===== src/rtl/mem_arb.sv =====
// Two-port arbiter in front of a single-port synchronous RAM with a registered
// command stage. Define MEM_ARB_ROUND_ROBIN_EN for round-robin ties, else port A wins.
module mem_arb #(
  parameter int ADDR_WIDTH = 12,
  parameter int DATA_WIDTH = 32
) (
  input  logic                  clk,
  input  logic                  rst_n,
  input  logic                  a_req,
  input  logic                  a_we,
  input  logic [ADDR_WIDTH-1:0] a_addr,
  input  logic [DATA_WIDTH-1:0] a_wdata,
  output logic                  a_gnt,
  output logic                  a_rvalid,
  input  logic                  b_req,
  input  logic                  b_we,
  input  logic [ADDR_WIDTH-1:0] b_addr,
  input  logic [DATA_WIDTH-1:0] b_wdata,
  output logic                  b_gnt,
  output logic                  b_rvalid,
  output logic [DATA_WIDTH-1:0] rdata,
  output logic [ADDR_WIDTH-1:0] ram_addr,
  output logic [DATA_WIDTH-1:0] ram_data_in,
  output logic                  ram_read_write,
  input  logic [DATA_WIDTH-1:0] ram_data_out
);

  // Handshake: a port raises req with we/addr/wdata and holds them until gnt is
  // seen high in the same cycle; that cycle is the acceptance, after which the
  // port may drop or change its request. Reads answer with a one-cycle rvalid
  // two cycles after acceptance, in acceptance order.

  logic w_a_sel;
  logic w_b_sel;
  logic w_a_wins_tie;

`ifdef MEM_ARB_ROUND_ROBIN_EN
  logic r_last_a;  // 1 = port A held the most recent grant

  always_ff @(posedge clk or negedge rst_n) begin
    if (!rst_n) begin
      r_last_a <= 1'b0;
    end else if (w_a_sel) begin
      r_last_a <= 1'b1;
    end else if (w_b_sel) begin
      r_last_a <= 1'b0;
    end
  end

  assign w_a_wins_tie = ~r_last_a;
`else
  assign w_a_wins_tie = 1'b1;
`endif

  assign w_a_sel = rst_n & a_req & (~b_req | w_a_wins_tie);
  assign w_b_sel = rst_n & b_req & ~w_a_sel;
  assign a_gnt   = w_a_sel;
  assign b_gnt   = w_b_sel;

  logic [ADDR_WIDTH-1:0] r_ram_addr;
  logic [DATA_WIDTH-1:0] r_ram_data_in;
  logic                  r_ram_rw;

  always_ff @(posedge clk or negedge rst_n) begin
    if (!rst_n) begin
      r_ram_addr    <= '0;
      r_ram_data_in <= '0;
      r_ram_rw      <= 1'b0;
    end else if (w_a_sel) begin
      r_ram_addr    <= a_addr;
      r_ram_data_in <= a_wdata;
      r_ram_rw      <= a_we;
    end else if (w_b_sel) begin
      r_ram_addr    <= b_addr;
      r_ram_data_in <= b_wdata;
      r_ram_rw      <= b_we;
    end else begin
      r_ram_rw      <= 1'b0;
    end
  end

  assign ram_addr       = r_ram_addr;
  assign ram_data_in    = r_ram_data_in;
  assign ram_read_write = r_ram_rw;

  // Read tag pipeline: stage 1 lines up with the RAM command cycle, stage 2
  // with the cycle the RAM presents its registered read data.
  logic r_t1_vld;
  logic r_t1_is_b;
  logic r_t2_vld;
  logic r_t2_is_b;

  always_ff @(posedge clk or negedge rst_n) begin
    if (!rst_n) begin
      r_t1_vld  <= 1'b0;
      r_t1_is_b <= 1'b0;
      r_t2_vld  <= 1'b0;
      r_t2_is_b <= 1'b0;
    end else begin
      r_t1_vld  <= (w_a_sel & ~a_we) | (w_b_sel & ~b_we);
      r_t1_is_b <= w_b_sel;
      r_t2_vld  <= r_t1_vld;
      r_t2_is_b <= r_t1_is_b;
    end
  end

  assign a_rvalid = r_t2_vld & ~r_t2_is_b;
  assign b_rvalid = r_t2_vld & r_t2_is_b;
  assign rdata    = r_t2_vld ? ram_data_out : '0;

endmodule


===== config.mk =====
export PLATFORM = sky130hd
export DESIGN_NAME = mem_arb
export DESIGN_NICKNAME = d
export VERILOG_FILES = /design/src/rtl/mem_arb.sv
export SDC_FILE = /design/constraint.sdc
export NUM_CORES = 1
export LEC_CHECK = 0
export ABC_AREA = 1
export CAP_MARGIN = 20
export CORE_ASPECT_RATIO = 0.8
export CORE_MARGIN = 2
export CORE_UTILIZATION = 32
export DETAILED_ROUTE_END_ITERATION = 7
export GPL_TIMING_DRIVEN = 0
export PLACE_DENSITY = 0.78
export SYNTH_ARGS = -nofsm -noshare
export SYNTH_HDL_FRONTEND = slang
export SYNTH_SLANG_ARGS = --single-unit

===== constraint.sdc =====
create_clock -name clk -period 0.91 [get_ports clk]
set_input_delay 0.182 -clock clk [delete_from_list [all_inputs] [get_ports clk]]
set_output_delay 0.182 -clock clk [all_outputs]
set_load 0.02 [all_outputs]

==> out/metrics.cfg <==
[run_status]
status=finished with violations
violations=negative setup slack

[clocking]
cts-buffers-inserted=5
cts.root.buffer_cell=clkbuf_16
cts_tree=built
insertion_delay_ns=0.28
clockBufferDepth=2
cts_sinks=49
htreeDepth=2
clkTransAtPathRegs_ns=0.06

[floorplanning]
die_x_um=110
io_pins=207
core_mm2=0.00863
die_h_um=89.0
dieArea_mm2=0.00981
fp-row-count=30
initial_core_util=0.335

[placement]
gp_congestion=0.807
dpl.hpwl_mm=8.45
port_buffers=205
dpl_cell_area_mm2=0.00511

[finish]
drive_gt1_frac=0.486
syn_to_final_growth_pct=138
fillers=585
fin_nets=853
n_antenna_cell=0
postLayoutCellArea_mm2=0.00688

[worst_setup_path]
path_cells=buf_6, nand2_1, inv_2, buf_4
cp_max_fo=10
critPathKind=reg -> out
rr_worst_depth=4
worstPathArrival_ns=1.17
crit_cells=4
worstSetupEndpointType=output pin
r2r-end=ram_data_in[22]
reg2reg_slack_ns=0.02
crit_end=rdata[5]
critPathTopFamily=flip-flops
critPathSlowestCell=dfrtp_2
path_buf_inv=3
startpoint_type=flip-flop
worstPathRequired_ns=0.73
reg2reg_from=ram_data_in[22]
worstSetupStartpoint=r_t2_vld
slowest_delay_ns=0.45

[global_route]
grt_max_degree=15
grt_overflow_total=0
grt_usage=0.253
antenna_found_initial=0
grt_pass1_vias=4015
grt_pass1_wl_mm=19.1

[timing]
setup_viol=107
period_needed_ns=1.35
max_clock_freq_mhz=740
finalMaxSlewViolations=0
rsz0062_at_grt=true
fin_hold_ws_ns=0.160
timing.final.crit_share=1.48
slew_headroom=0.592
fin_ws_ns=-0.441
fin_skew_ns=0.000908
finalHoldViolCount=0
tightest_slew_ns=0.609

[drt]
num_vias=4044
wl_per_cell_um=16.5
drc=0
drt_pre_antenna_iters=4
drt_iter0_drc=104
wirelength_mm=13.8
ant_nets=0
viasPerCell=4.81

[pwr]
power_density_mw_per_mm2=1290
ir_drop_mv=0.764
p_leak_nw=3.64

[synthesis]
syn_area_mm2=0.00289
synth_nets=549
ys_ff_latch=49
synth_cells=423
yosys-top-cells-area=dfrtp_1 42%, nand2_1 28%, nand3_1 15%
yosys.cell_types.count=15
synth_warnings=0
synth_largest_area_cell=dfrtp_1
yosysSeqAreaShare=0.424
syn_area_per_cell_um2=6.83
synth_top_area_frac=0.424

[job]
cap_violations=0

[hold_path]
min_path_type=in -> reg

worst register-to-register path, delay by kind of cell, from the launching register on:
family / cells / cell delay (ns)
AND/OR/NAND/NOR: 2 / 0.12
buffers and inverters: 2 / 0.26
flip-flops: 1 / 0.40
power breakdown:
part / switching, mW / internal [mW] / total (mW) / leakage, nW
Combinational: 1.73 / 2.26 / 3.99 / 2.95
Clock: 0.837 / 1.38 / 2.21 / 0.0841
Sequential: 0.216 / 2.46 / 2.68 / 0.609
Total: 2.78 / 6.10 / 8.88 / 3.64
final cells by class:
| class | count | area [µm²] | area share |
|---|---|---|---|
| repair buffers | 298 | 3120 | 0.453 |
| clock buffers | 7 | 143 | 0.0207 |
| multi-input cells | 308 | 1770 | 0.257 |
| clock inverters | 1 | 30.0 | 0.00436 |
| well taps | 112 | 140 | 0.0204 |
| plain buffers | 29 | 317 | 0.0460 |
| flip-flops and latches | 49 | 1230 | 0.178 |
| inverters | 36 | 138 | 0.0200 |
layout by cell type, fill, tap and decap left out, drive strengths merged:
| cell type | instances |
|---|---|
| dlygate4sd3 | 3 |
| dfrtp | 49 |
| bufbuf | 2 |
| clkdlybuf4s50 | 122 |
| nand3 | 88 |
| bufinv | 1 |
| nor2 | 2 |
| buf | 195 |
| o21ai | 1 |
| clkbuf | 12 |
| nand2 | 217 |
| inv | 36 |
metal layers:
layer  routed length (µm)  global-route usage  vias to the layer above
met1                 4870               0.259                     1918
met2                 7270               0.481                      178
met4                  349               0.106                        0
met3                 1340              0.0787                       32
met5                    0                   0                        -
li1                     -                   -                     1916
timing repair:
action,in CTS,in global routing
setup endpoints to repair,128,145
pin swaps,62,31
setup buffers,53,23
gates cloned,13,2
resized for setup,560,73
hold buffers,3,2
endpoints found under the hold margin,35,22
synthesized netlist by cell type:
cell type / count
nand2_1: 213
inv_1: 35
dfrtp_1: 49
nand2_8: 2
clkbuf_1: 1
nand3_1: 88
nor2_1: 1
inv_2: 1
nand2_4: 1
o21ai_1: 1
clkbuf_4: 1
buf_4: 1
buf_2: 18
nor2_2: 1
buf_6: 10
worst min-delay path by stage:
stage,startpoint,end,cells after the start,slack [ns]
2_1_floorplan,rst_n,r_t1_is_b,0,-0.11
3_3_place_gp,r_t1_vld,r_t2_vld,0,0.34
3_5_place_dp,rst_n,ram_addr[0],1,0.19
4_1_cts,rst_n,ram_addr[6],3,0.03
5_1_grt,a_req,r_t1_is_b,2,0.17
6_report,a_req,r_t1_is_b,2,0.16
cell families after synthesis:
group	count (synthesis)	share of synthesized area
DFF	49	0.424
AOI/OAI and AO/OA	1	0.00173
buffers and inverters	67	0.123
and+or+nand+nor	306	0.450
state kept, by name (all words and copies together) (netlist names):
| signal | count |
|---|---|
| ram_read_write | 1 |
| r_t1_vld | 1 |
| ram_addr | 12 |
| r_t1_is_b | 1 |
| r_t2_vld | 1 |
| ram_data_in | 32 |
| r_t2_is_b | 1 |
metrics by stage:
step | std cells | power (mW) | worst slack, ns | TNS, ns | utilization
3_5_place_dp | 741 | 5.32 | -1.46 | -73.90 | 0.592
5_1_grt | 840 | 9.23 | -0.470 | -22.54 | 0.797
3_3_place_gp | 740 | 5.27 | -2.95 | -235.11 | 0.590
4_1_cts | 817 | 8.46 | -0.431 | -25.88 | 0.747
6_report | 840 | 8.88 | -0.441 | -18.50 | 0.797
2_1_floorplan | 423 | 3.81 | -0.0316 | -0.947 | -
(Power assumes the default switching activity.)
